--- src/rtl/rob_pkg.sv ---
// Shared types for the multi-ID read reorder buffer: slot state, response code
// and per-slot bookkeeping record.
package rob_pkg;

    typedef enum logic [1:0] {
        FREE    = 2'd0,
        PENDING = 2'd1,
        FILLED  = 2'd2
    } slot_state_e;

    typedef logic [1:0] resp_t;

    typedef struct packed {
        slot_state_e state;
        resp_t       resp;
    } slot_meta_t;

endpackage

--- src/rtl/rob_slot_array.sv ---
// Slot storage for the reorder buffer: per-slot state/ID/data/resp, the ID CAM
// used by the AR and R paths, and the head-slot read port.
module rob_slot_array
    import rob_pkg::*;
#(
    parameter int unsigned DATA_WIDTH = 8,
    parameter int unsigned ID_WIDTH   = 4,
    parameter int unsigned DEPTH      = 16
) (
    input  logic                       clk,
    input  logic                       rst,
    input  logic                       alloc_en,
    input  logic [$clog2(DEPTH)-1:0]   alloc_idx,
    input  logic [ID_WIDTH-1:0]        alloc_id,
    input  logic                       fill_en,
    input  logic [$clog2(DEPTH)-1:0]   fill_idx,
    input  logic [DATA_WIDTH-1:0]      fill_data,
    input  logic [1:0]                 fill_resp,
    input  logic                       free_en,
    input  logic [$clog2(DEPTH)-1:0]   free_idx,
    input  logic [ID_WIDTH-1:0]        ar_id,
    output logic                       ar_hit,
    input  logic [ID_WIDTH-1:0]        r_id,
    output logic                       pend_hit,
    output logic [$clog2(DEPTH)-1:0]   pend_idx,
    input  logic [$clog2(DEPTH)-1:0]   head_idx,
    output slot_state_e                head_state,
    output logic [ID_WIDTH-1:0]        head_id,
    output logic [DATA_WIDTH-1:0]      head_data,
    output logic [1:0]                 head_resp
);

    localparam int unsigned IDX_W = $clog2(DEPTH);

    slot_meta_t            meta_q [DEPTH];
    slot_meta_t            meta_d [DEPTH];
    logic [ID_WIDTH-1:0]   id_q   [DEPTH];
    logic [ID_WIDTH-1:0]   id_d   [DEPTH];
    logic [DATA_WIDTH-1:0] data_q [DEPTH];
    logic [DATA_WIDTH-1:0] data_d [DEPTH];

    // Slot updates; allocate, fill and free always target distinct slots.
    always_comb begin
        meta_d = meta_q;
        id_d   = id_q;
        data_d = data_q;
        if (alloc_en) begin
            meta_d[alloc_idx].state = PENDING;
            id_d[alloc_idx]         = alloc_id;
        end
        if (fill_en) begin
            meta_d[fill_idx].state = FILLED;
            meta_d[fill_idx].resp  = fill_resp;
            data_d[fill_idx]       = fill_data;
        end
        if (free_en) begin
            meta_d[free_idx].state = FREE;
        end
    end

    always_ff @(posedge clk) begin
        if (rst) begin
            for (int i = 0; i < int'(DEPTH); i++) begin
                meta_q[i] <= '{state: FREE, resp: 2'b00};
            end
        end else begin
            meta_q <= meta_d;
        end
    end

    always_ff @(posedge clk) begin
        id_q   <= id_d;
        data_q <= data_d;
    end

    // CAM: IDs are unique among live slots, so at most one entry matches.
    always_comb begin
        ar_hit   = 1'b0;
        pend_hit = 1'b0;
        pend_idx = '0;
        for (int i = 0; i < int'(DEPTH); i++) begin
            if (meta_q[i].state != FREE && id_q[i] == ar_id) begin
                ar_hit = 1'b1;
            end
            if (meta_q[i].state == PENDING && id_q[i] == r_id) begin
                pend_hit = 1'b1;
                pend_idx = IDX_W'(i);
            end
        end
    end

    assign head_state = meta_q[head_idx].state;
    assign head_id    = id_q[head_idx];
    assign head_data  = data_q[head_idx];
    assign head_resp  = meta_q[head_idx].resp;

endmodule

--- src/rtl/reorder_buffer_multi.sv ---
// AXI read reorder buffer: returns R responses in AR-acceptance order.
// Define ROB_BYPASS_EN to forward a head-slot response straight to the slave.
module reorder_buffer_multi
    import rob_pkg::*;
#(
    parameter int unsigned DATA_WIDTH = 8,
    parameter int unsigned ID_WIDTH   = 4,
    parameter int unsigned DEPTH      = 16
) (
    input  logic                     clk,
    input  logic                     rst,
    input  logic [ID_WIDTH-1:0]      s_arid_i,
    input  logic                     s_arvalid_i,
    output logic                     s_arready_o,
    output logic [ID_WIDTH-1:0]      m_arid_o,
    output logic                     m_arvalid_o,
    input  logic                     m_arready_i,
    output logic [DATA_WIDTH-1:0]    s_rdata_o,
    output logic [ID_WIDTH-1:0]      s_rid_o,
    output logic [1:0]               s_rresp_o,
    output logic                     s_rvalid_o,
    input  logic                     s_rready_i,
    input  logic [DATA_WIDTH-1:0]    m_rdata_i,
    input  logic [ID_WIDTH-1:0]      m_rid_i,
    input  logic [1:0]               m_rresp_i,
    input  logic                     m_rvalid_i,
    output logic                     m_rready_o,
    output logic [$clog2(DEPTH):0]   occupancy_o,
    output logic                     unexpected_o
);

    localparam int unsigned IDX_W = $clog2(DEPTH);
    localparam int unsigned OCC_W = IDX_W + 1;

    logic [IDX_W-1:0] head_q, head_d;
    logic [IDX_W-1:0] tail_q, tail_d;
    logic [OCC_W-1:0] occ_q, occ_d;
    logic             unexpected_q, unexpected_d;

    logic                  ar_hit, pend_hit, ar_ok, ar_hs, r_hs, drain, bypass;
    logic [IDX_W-1:0]      pend_idx;
    slot_state_e           head_state;
    logic [ID_WIDTH-1:0]   head_id;
    logic [DATA_WIDTH-1:0] head_data;
    logic [1:0]            head_resp;

    // AR passes through; blocked when full or when the ID is still live.
    assign ar_ok       = ~rst & (occ_q < OCC_W'(DEPTH)) & ~ar_hit;
    assign m_arid_o    = s_arid_i;
    assign m_arvalid_o = s_arvalid_i & ar_ok;
    assign s_arready_o = m_arready_i & ar_ok;
    assign ar_hs       = s_arvalid_i & m_arready_i & ar_ok;

    assign m_rready_o  = ~rst;
    assign r_hs        = m_rvalid_i & m_rready_o;

`ifdef ROB_BYPASS_EN
    assign bypass = ~rst & (head_state == PENDING) & m_rvalid_i
                  & (m_rid_i == head_id) & s_rready_i;
`else
    assign bypass = 1'b0;
`endif

    assign s_rvalid_o = (~rst & (head_state == FILLED)) | bypass;
    assign s_rdata_o  = bypass ? m_rdata_i : head_data;
    assign s_rid_o    = bypass ? m_rid_i   : head_id;
    assign s_rresp_o  = bypass ? m_rresp_i : head_resp;
    assign drain      = s_rvalid_o & s_rready_i;

    assign occupancy_o  = occ_q;
    assign unexpected_o = unexpected_q;

    always_comb begin
        head_d       = head_q + IDX_W'(drain);
        tail_d       = tail_q + IDX_W'(ar_hs);
        occ_d        = occ_q + OCC_W'(ar_hs) - OCC_W'(drain);
        unexpected_d = r_hs & ~pend_hit;
    end

    always_ff @(posedge clk) begin
        if (rst) begin
            head_q       <= '0;
            tail_q       <= '0;
            occ_q        <= '0;
            unexpected_q <= 1'b0;
        end else begin
            head_q       <= head_d;
            tail_q       <= tail_d;
            occ_q        <= occ_d;
            unexpected_q <= unexpected_d;
        end
    end

    rob_slot_array #(
        .DATA_WIDTH (DATA_WIDTH),
        .ID_WIDTH   (ID_WIDTH),
        .DEPTH      (DEPTH)
    ) u_slots (
        .clk        (clk),
        .rst        (rst),
        .alloc_en   (ar_hs),
        .alloc_idx  (tail_q),
        .alloc_id   (s_arid_i),
        .fill_en    (r_hs & pend_hit & ~bypass),
        .fill_idx   (pend_idx),
        .fill_data  (m_rdata_i),
        .fill_resp  (m_rresp_i),
        .free_en    (drain),
        .free_idx   (head_q),
        .ar_id      (s_arid_i),
        .ar_hit     (ar_hit),
        .r_id       (m_rid_i),
        .pend_hit   (pend_hit),
        .pend_idx   (pend_idx),
        .head_idx   (head_q),
        .head_state (head_state),
        .head_id    (head_id),
        .head_data  (head_data),
        .head_resp  (head_resp)
    );

endmodule

--- config.mk ---
export PLATFORM = sky130hd
export DESIGN_NAME = reorder_buffer_multi
export DESIGN_NICKNAME = d
export VERILOG_FILES = /design/src/rtl/rob_pkg.sv /design/src/rtl/rob_slot_array.sv /design/src/rtl/reorder_buffer_multi.sv
export SDC_FILE = /design/constraint.sdc
export NUM_CORES = 1
export LEC_CHECK = 0
export ABC_AREA = 1
export CORE_MARGIN = 2
export CORE_UTILIZATION = 52
export CTS_CLUSTER_SIZE = 30
export DETAILED_ROUTE_END_ITERATION = 8
export PLACE_DENSITY = 0.76
export SLEW_MARGIN = 40
export SYNTH_ARGS = -nofsm -noshare
export SYNTH_HDL_FRONTEND = slang
export SYNTH_SLANG_ARGS = --single-unit
--- constraint.sdc ---
create_clock -name clk -period 6.6 [get_ports clk]
set_input_delay 1.32 -clock clk [delete_from_list [all_inputs] [get_ports clk]]
set_output_delay 1.32 -clock clk [all_outputs]
set_load 0.01 [all_outputs]
==> results of run 1 <==
-- placed cells by master (no fill, tap or decap), types with 29 or more instances in the layout --
cell / synthesis / routed
a21oi_1: 67 / 67
a22oi_1: 107 / 107
clkbuf_16: 0 / 29
clkdlybuf4s50_1: 0 / 50
dfxtp_1: 78 / 78
edfxtp_1: 192 / 192
inv_1: 143 / 143
nand2_1: 203 / 203
nor2_1: 137 / 134
o21ai_0: 62 / 62
o22ai_1: 40 / 40
-- synthesized netlist by cell type, types with 6 or more instances --
| master | count |
|---|---|
| nand2_1 | 203 |
| edfxtp_1 | 192 |
| inv_1 | 143 |
| nor2_1 | 137 |
| a22oi_1 | 107 |
| dfxtp_1 | 78 |
| a21oi_1 | 67 |
| o21ai_0 | 62 |
| o22ai_1 | 40 |
| clkbuf_1 | 36 |
| o221ai_1 | 25 |
| nand4_1 | 23 |
| xnor2_1 | 22 |
| nand3_1 | 20 |
| a21boi_0 | 18 |
| buf_1 | 12 |
| inv_2 | 11 |
| buf_4 | 10 |
| nor3_1 | 10 |
| a2111o_1 | 9 |
| ha_1 | 9 |
| o2111ai_1 | 9 |
| a211oi_1 | 8 |
| xor2_1 | 8 |
| buf_2 | 7 |
| nand3_2 | 6 |
-- report_power, final --
| part | switching [mW] | total [mW] | internal (mW) |
|---|---|---|---|
| Combinational | 0.109 | 0.167 | 0.0583 |
| Clock | 0.690 | 1.75 | 1.06 |
| Sequential | 0.00700 | 1.83 | 1.82 |
| Total | 0.806 | 3.75 | 2.94 |
-- worst max-delay path by stage --
stage | start | end | slack, ns
after floorplan | s_arid_i[0] | occupancy_o[4] | 2.59
after global placement | s_arid_i[2] | s_arready_o | 1.18
after detailed placement | s_arid_i[2] | s_arready_o | 1.07
after CTS | s_arid_i[2] | s_arready_o | 1.07
after global routing | s_arid_i[1] | s_arready_o | 1.34
final | s_arid_i[1] | s_arready_o | 1.45
-- per-stage QoR --
stage          hold WS [ns]  instance area (um^2)  power [mW]  std cells  utilization
6_report              0.463                 14700        3.75       1703        0.604
3_3_place_gp          0.452                 13700        2.02       1648        0.561
4_1_cts               0.467                 14700        3.75       1703        0.604
2_1_floorplan         0.445                 12900        1.95       1323            -
5_1_grt               0.481                 14700        3.82       1703        0.604
3_5_place_dp          0.457                 13700        2.03       1649        0.562
-- flip-flops by register name (all words and copies together) (netlist names) --
| name | cells |
|---|---|
| u_slots.data_q | 128 |
| unexpected_o | 1 |
| head_q | 4 |
| occupancy_o | 5 |
| u_slots.meta_q | 64 |
| tail_q | 4 |
| u_slots.id_q | 64 |
-- routing by layer --
metal	vias to the layer above	track usage
met2	746	0.444
li1	4788	-
met5	-	0
met3	123	0.0552
met4	2	0.122
met1	5011	0.398
-- cell type report --
class,instances,area share
clock buffer,39,0.0525
clock inverter,15,0.0170
inverter,157,0.0402
multi-input combinational,826,0.319
sequential,270,0.497
tap,324,0.0275
timing repair buffer,72,0.0464
-- cell families after synthesis --
| family | count (synthesis) | share of synthesized area |
|---|---|---|
| flops | 270 | 0.566 |
| xor+xnor | 30 | 0.0203 |
| buf+inv | 227 | 0.0725 |
| simple gates | 421 | 0.141 |
| fa+ha+maj | 10 | 0.0102 |
| compound gates | 365 | 0.190 |
-- tightest hold or removal path, stage by stage (launching register included) --
cell	delay, ns
dfxtp_1	0.30
nand2_1	0.06
a21oi_1	0.05
==> results_dict.tcl, run 1 <==
set metrics [dict create \
    status "finished clean" \
    vias_per_cell 6.27 \
    route.detailed.wl_per_inst_um 22.3 \
    final_net_count 1390 \
    holdCritStartpoint "u_slots.meta_q[41]" \
    timing.final.max_slew_violations 0 \
    max_clock_freq_ghz 0.194 \
    port-buffer-count 51 \
    endpoint_kind "output port" \
    timing.hold.worst.class "flop to flop" \
    number_of_antenna_violations_at_the_first_check_in_global_routing 1 \
    finalCriticalPeriod_ns 5.15 \
    leakage_nw 5.54 \
    synth-seq-cells 270 \
    cts-htree-levels 1 \
    synth.lib_cells_used.distinct 51 \
    number_of_instances_in_the_synthesized_netlist 1323 \
    route.met3.wl_um 4310 \
    route.top_layer_used "met5" \
    core.rowCount 57 \
    post_cts_resized 0 \
    rr_worst_depth 18 \
    worst-endpoint-required_ns 5.28 \
    report.final.setup_viol 0 \
    hold_viol 0 \
    path_class "input port to output port" \
    final.fill_count 1977 \
    detailedRoute.firstPassIterationCount 6 \
    die_height_um 162 \
    ff_latch_area_mm2 0.00733 \
    critical_path.reg2reg.endpoint "occupancy_o[4]" \
    peakVddDrop_mv 0.227 \
    slowest_delay_ns 0.50 \
    worst_slew_pin_slew_ns 0.886 \
    synthDominantCellAreaShare 0.445 \
    ant_diodes 0 \
    pwr_density_cell_mw_per_mm2 254 \
    worst-endpoint-arrival_ns 3.83 \
    core-area_mm2 0.0244 \
    detail-route-antenna-nets 0 \
    cts_root_buffer "clkbuf_16" \
    dieArea_mm2 0.0262 \
    synth.net_count 1357 \
    synth_ff_type "edfxtp_1" \
    synthDominantAreaCellType "edfxtp_1" \
    via_count_of_the_first_global_routing_pass 10200 \
    timing.critical_path.cells "clkdlybuf4s50_1 > buf_4 > o22ai_1 > nor2_1 > o2111ai_1 > o41ai_1 > nor2_1 > nand2_1 > nor2_1 > nand2_1 > nor2_1 > clkdlybuf4s50_1" \
    hpwlAfterDp_um 24700 \
    fin_setup_tns_ns 0 \
    drive_above_1_share 0.0776 \
    maxCapViolCount 0 \
    holdPathStages 2 \
    ioPinCount 52 \
    final_critical_path_setup_slack_ns 1.45 \
    reg2reg_slack_ns 2.08 \
    number_of_flops_mapped_to_enable_cells_by_yosys 192 \
    layout-area-overhead-vs-synth_pct 13.8 \
    grt_setup_unrepaired "false" \
    critPathTopFamily "buffers and inverters" \
    seq_area_frac_synth 0.566 \
    synth.area.top_cells "edfxtp_1 (45%), dfxtp_1 (12%), a22oi_1 (6.2%)" \
    routed-via-count 10700 \
    path_depth 12 \
    clock_insertion_delay_worst_skew_ns 0.57 \
    grt_start_max_net_pins 48 \
    reg2reg_from "head_q[1]" \
    critPathLaunchType "input port" \
    netlist_area_mm2 0.0129 \
    setup_skew_after_layout_ns 0.0119 \
    cpMaxStageDelayCell "clkdlybuf4s50_1" \
    globalRouteOverflowTotal 0 \
    groute.usage.overall 0.287 \
    met2_wirelength_um 17000 \
    cts_made_buffers 29 \
    pre_cts_ws_ns 1.07 \
    drc_errors 0 \
    floorplan.die.width_um 162 \
    path_clk_slew_ns 0.06 \
    initial_utilization 0.531 \
    worstPathBufferInverterCount 3 \
    synthesis.yosys.warnings 0 \
    area_of_the_multi_input_gates_mm2 0.00471 \
    cts_tree "built" \
    wl_met1_um 15200 \
    place.gp.congestion 0.930 \
    critPathMostFrequentCell "nor2_1" \
    async_reset_ff_frac 0 \
    drt_first_iter_violations 1457 \
    min_delay_worst_endpoint "u_slots.meta_q[41]" \
    final.period_utilization 0.781 \
    cts.hold.buffers_added 0 \
    cts_setup_buffers 0 \
    grt_pass1_wl_um 58100 \
    critPathMaxFanout 31 \
    syn-mean-instance-area_um2 9.79 \
    route.final.wire_length_um 38100 \
    timing.slew.headroom 0.407 \
    clockBufferDepth 3 \
    cts_num_sinks 270 \
]
No activity file was read; power rests on OpenSTA's default activity.
==> run 2: changes to the inputs <==
==> constraint.sdc (replaced) <==
create_clock -name clk -period 5 [get_ports clk]
set_input_delay 1 -clock clk [delete_from_list [all_inputs] [get_ports clk]]
set_output_delay 1 -clock clk [all_outputs]
set_load 0.01 [all_outputs]
==> run 2 against run 1 <==
Hold slack got worse by 0.00084 ns. Combinational power increased by 34%. Sequential share of layout area is 0.26 points lower. Highest routed layer unchanged. Routed wire length down 0.40%. Via count shrank 0.64%. Global-route usage increased by 0.34 points. Clock power up 21%. Register-to-register slack got worse by 1.0 ns. Sequential power increased by 32%. Final area up 0.52%. Largest cell class unchanged.
==> results_dict.tcl, run 2 (synthesis gave the netlist of run 1 again) <==
set metrics [dict create \
    largest_registers_ranked_by_flip_flop_count "u_slots.data_q: 128 flops, u_slots.id_q: 64 flops, u_slots.meta_q: 64 flops" \
    worst-endpoint-arrival_ns 3.48 \
    initial_utilization 0.531 \
    critPathLaunchType "input port" \
    largest_register "u_slots.data_q" \
    via_count_of_the_first_global_routing_pass 10100 \
    leakage_nw 5.60 \
    core-area_mm2 0.0244 \
    fin_setup_tns_ns 0 \
    worst-endpoint-required_ns 4.00 \
    post_cts_resized 0 \
    area_of_the_multi_input_gates_mm2 0.00470 \
    final.fill_count 2027 \
    maxCapViolCount 0 \
    timing.slew.headroom 0.505 \
    mostFrequentLayoutCell "nand2_1" \
    drt_first_iter_violations 1406 \
    hpwlAfterDp_um 25700 \
    holdPathStages 2 \
    place.gp.congestion 1.00 \
    detail-route-antenna-nets 0 \
    grt_start_max_net_pins 45 \
    endpoint_kind "output port" \
    vias_per_cell 6.15 \
    rr_worst_depth 19 \
    critPathMaxFanout 23 \
    dpl_cell_area_mm2 0.0139 \
    peakVddDrop_mv 0.326 \
    globalRouteOverflowTotal 0 \
    gr-usage-met3 0.0710 \
    route.final.wire_length_um 37900 \
    max_clock_freq_ghz 0.223 \
    path_clk_slew_ns 0.06 \
    ant_diodes 0 \
    clockBufferDepth 3 \
    report.final.setup_viol 0 \
    cts_num_sinks 270 \
    pwr_density_cell_mw_per_mm2 320 \
    layout.cell_area.non_filler_mm2 0.0148 \
    groute.usage.overall 0.291 \
    largest_register_ff_count 128 \
    dieArea_mm2 0.0262 \
    final.period_utilization 0.896 \
    routed-via-count 10600 \
    final.hold.worst_slack_ns 0.462 \
    met1_capacity_usage_during_global_routing 0.413 \
    detailedRoute.firstPassIterationCount 6 \
    layout-area-overhead-vs-synth_pct 14.4 \
    pre_cts_ws_ns 0.367 \
    floorplan.die.width_um 162 \
    worst_slew_pin_slew_ns 0.740 \
    core.rowCount 57 \
    port-buffer-count 51 \
    path_class "input port to output port" \
    cts.hold.buffers_added 0 \
    grt_setup_unrepaired "false" \
    drive_above_1_share 0.0914 \
    cts_root_buffer "clkbuf_16" \
    hold_viol 0 \
    final_critical_path_setup_slack_ns 0.520 \
    finalCriticalPeriod_ns 4.48 \
    top_usage_layer "met2" \
    status "finished clean" \
    ff_latch_area_mm2 0.00733 \
    grt_pass1_wl_um 58300 \
    timing.hold.worst.class "flop to flop" \
    timing.final.max_slew_violations 0 \
    ioPinCount 52 \
    met2_resource_use_gr 0.436 \
    cts_setup_buffers 0 \
    cts_tree "built" \
    route.detailed.wl_per_inst_um 22.0 \
    setup_skew_after_layout_ns 0.00874 \
    die_height_um 162 \
    cts-htree-levels 1 \
    cts_made_buffers 29 \
    most-common-layout-cells "nand2_1 (203), edfxtp_1 (192), inv_1 (143)" \
    totalPowerFinal_mw 4.74 \
    final_net_count 1413 \
    drc_errors 0 \
    number_of_antenna_violations_at_the_first_check_in_global_routing 1 \
    clock_insertion_delay_worst_skew_ns 0.57 \
]
-- run 2: layer usage --
metal / vias to the layer above / part of all wire / routed length [um]
li1: 4835 / - / -
met1: 5034 / 0.42 / 15800
met2: 639 / 0.44 / 16600
met3: 92 / 0.11 / 4190
met4: 2 / 0.033 / 1250
met5: - / 0.00029 / 11
-- run 2: area by class of cell --
| type | count | share of cell area |
|---|---|---|
| flip-flops and latches | 270 | 0.495 |
| multi-input cells | 826 | 0.317 |
| clock buffers | 34 | 0.0503 |
| repair buffers | 95 | 0.0576 |
| inverters | 157 | 0.0399 |
| clock inverters | 19 | 0.0130 |
| well taps | 324 | 0.0274 |
-- run 2: power breakdown --
group	switching, mW	internal (mW)	leakage [nW]
Sequential	0.00898	2.40	2.35
Combinational	0.142	0.0818	2.80
Clock	0.886	1.22	0.440
Total	1.04	3.71	5.60
-- run 2: worst max-delay path, cell delays in order --
cell and delay (ns):
clkdlybuf4s50_1 0.47, inv_2 0.42, nand2_1 0.08, o21ai_0 0.09, a21oi_1 0.06, nand3_1 0.10
o21ai_0 0.08, nor2_1 0.14, nand2_1 0.06, nor2_1 0.10, nand2_1 0.19, nor2_1 0.15
clkdlybuf4s50_1 0.55
-- run 2: final timing paths --
check,startpoint,to,slack [ns]
max reg2reg,head_q[1],occupancy_o[4],1.04
min reg2reg,u_slots.meta_q[9],u_slots.meta_q[9],0.46
min,u_slots.meta_q[9],u_slots.meta_q[9],0.46
max,s_arid_i[0],m_arvalid_o,0.52
-- run 2: metrics by stage --
stage,cells,utilization
CTS,1725,0.607
detailed placement,1672,0.569
global route,1725,0.607
floorplan,1323,-
global placement,1672,0.569
finish,1725,0.607
==> run 3: changes to the inputs <==
--- a/config.mk
+++ b/config.mk
@@ -6,6 +6,7 @@
 export NUM_CORES = 1
 export LEC_CHECK = 0
 export ABC_AREA = 1
+export CORE_ASPECT_RATIO = 1.25
 export CORE_MARGIN = 2
 export CORE_UTILIZATION = 52
 export CTS_CLUSTER_SIZE = 30
==> run 3 against run 2 <==
Setup slack better by 0.095 ns. Via count is 2.3% lower. Count of clock-buffer cells in the layout is 6 lower. First-iteration DRC count is 34% lower. Highest routed layer is now met4. Register-to-register slack better by 0.07 ns. Critical path depth stayed put. Clock skew is 0.012 ns higher. Largest power group unchanged. Utilization is 0.22 points lower. Non-clock buffer count is 3 lower. Hold slack better by 0.0065 ns. Critical endpoint is now s_arready_o. Clock power hardly changed.
==> results_dict.tcl, run 3 (synthesis gave the netlist of run 1 again) <==
set metrics [dict create \
    grt_setup_unrepaired "false" \
    cts.hold.buffers_added 0 \
    fin_setup_tns_ns 0 \
    cts_root_buffer "clkbuf_16" \
    vias_per_cell 6.01 \
    instances_no_fill 1724 \
    slowest_delay_ns 0.54 \
    most-common-layout-cells "nand2_1 (203), edfxtp_1 (192), inv_1 (143)" \
    core.rowCount 64 \
    groute.usage.overall 0.276 \
    leakage_nw 5.60 \
    final_net_count 1408 \
    port-buffer-count 51 \
    pwr_density_cell_mw_per_mm2 319 \
    placed_cells 1675 \
    peakVddDrop_mv 0.434 \
    clock_insertion_delay_worst_skew_ns 0.55 \
    timing.critical_path.cells "clkdlybuf4s50_1 > inv_2 > nand2_1 > o21ai_0 > a21oi_1 > nand3_1 > o21ai_0 > nor2_1 > nand2_1 > nor2_1 > nand2_1 > nor2_1 > clkdlybuf4s50_1" \
    critPathLaunchType "input port" \
    worst-endpoint-arrival_ns 3.38 \
    timing.slew.headroom 0.424 \
    final_critical_path_setup_slack_ns 0.615 \
    status "finished clean" \
    largest_register_ff_count 128 \
    route.detailed.wl_per_inst_um 21.4 \
    setup_skew_after_layout_ns 0.0204 \
    initial_utilization 0.528 \
    globalRouteOverflowTotal 0 \
    number_of_antenna_violations_at_the_first_check_in_global_routing 0 \
    largest_register "u_slots.data_q" \
    path_class "input port to output port" \
    totalPowerFinal_mw 4.73 \
    ioPinCount 52 \
    cpMaxStageDelayCell "clkdlybuf4s50_1" \
    maxCapViolCount 0 \
    core-area_mm2 0.0245 \
    path_clk_slew_ns 0.06 \
    routed-via-count 10400 \
    drt_first_iter_violations 934 \
    critPathMaxFanout 18 \
    cts_setup_buffers 0 \
    post_cts_resized 0 \
    largest_registers_ranked_by_flip_flop_count "u_slots.data_q: 128 flops, u_slots.id_q: 64 flops, u_slots.meta_q: 64 flops" \
    hold_viol 0 \
    grt_start_max_net_pins 45 \
    timing.hold.worst.class "flop to flop" \
    worst_slew_pin_slew_ns 0.862 \
    endpoint_kind "output port" \
    ant_diodes 0 \
    final.period_utilization 0.877 \
    floorplan.die.width_um 145 \
    cts_tree "built" \
    timing.final.max_slew_violations 0 \
    cts_made_buffers 27 \
    max_clock_freq_ghz 0.228 \
    die_height_um 180 \
    utilization 0.605 \
    detailedRoute.firstPassIterationCount 5 \
    detail-route-antenna-nets 0 \
    hpwlAfterDp_um 25500 \
    final.hold.worst_slack_ns 0.468 \
    via_count_of_the_first_global_routing_pass 10200 \
    dieArea_mm2 0.0262 \
    route.final.wire_length_um 36900 \
    mostFrequentLayoutCell "nand2_1" \
    dpl_cell_area_mm2 0.0139 \
    place.gp.congestion 0.921 \
    pre_cts_ws_ns 0.407 \
    finalCriticalPeriod_ns 4.38 \
    grt_pass1_wl_um 57000 \
    drive_above_1_share 0.0918 \
    layout-area-overhead-vs-synth_pct 14.5 \
    worst-endpoint-required_ns 4.00 \
    drc_errors 0 \
    report.final.setup_viol 0 \
    layout.cell_area.non_filler_mm2 0.0148 \
    clockBufferDepth 3 \
    cts-htree-levels 1 \
    cts_num_sinks 270 \
]
-- run 3: cell types whose count changed in the layout (fill, tap and decap cells not counted), moves of 2 or more --
cell	previous run	this run
buf_12	1	5
buf_4	43	36
bufinv_16	3	5
clkbuf_1	5	1
clkbuf_16	29	27
clkinv_1	7	5
clkinv_2	3	7
-- run 3: layout make-up --
cell class,instances,area [um^2]
Timing Repair Buffer,92,876
Fill cell,2057,9680
Clock buffer,28,679
Clock inverter,21,241
Sequential cell,270,7330
Tap cell,330,413
Inverter,157,592
Multi-Input combinational cell,826,4700
-- run 3: final timing paths --
path / start / to / slack (ns) / depth (start not counted)
min: u_slots.meta_q[25] / u_slots.meta_q[25] / 0.47 / 2
max reg2reg: head_q[0] / occupancy_o[4] / 1.11 / 20
max: s_arid_i[0] / s_arready_o / 0.62 / 13
min reg2reg: u_slots.meta_q[25] / u_slots.meta_q[25] / 0.47 / 2
-- run 3: metal layers --
layer / track usage / wire length (um) / up-vias
met4: 0.138 / 1950 / 0
met2: 0.465 / 17600 / 511
met1: 0.354 / 14600 / 4894
met5: 0 / 0 / -
met3: 0.0365 / 2750 / 124
li1: - / - / 4829
-- run 3: power breakdown --
part           leakage [nW]  switching, mW  internal [mW]  total [mW]
Combinational          2.80          0.140         0.0817       0.222
Sequential             2.35        0.00856           2.40        2.41
Clock                 0.445          0.856           1.24        2.10
-- run 3: critical path, delay by kind of cell --
family / cells / cell delay (ns)
AOI/OAI and AO/OA: 3 / 0.23
buffers and inverters: 3 / 1.32
and+or+nand+nor: 7 / 0.83
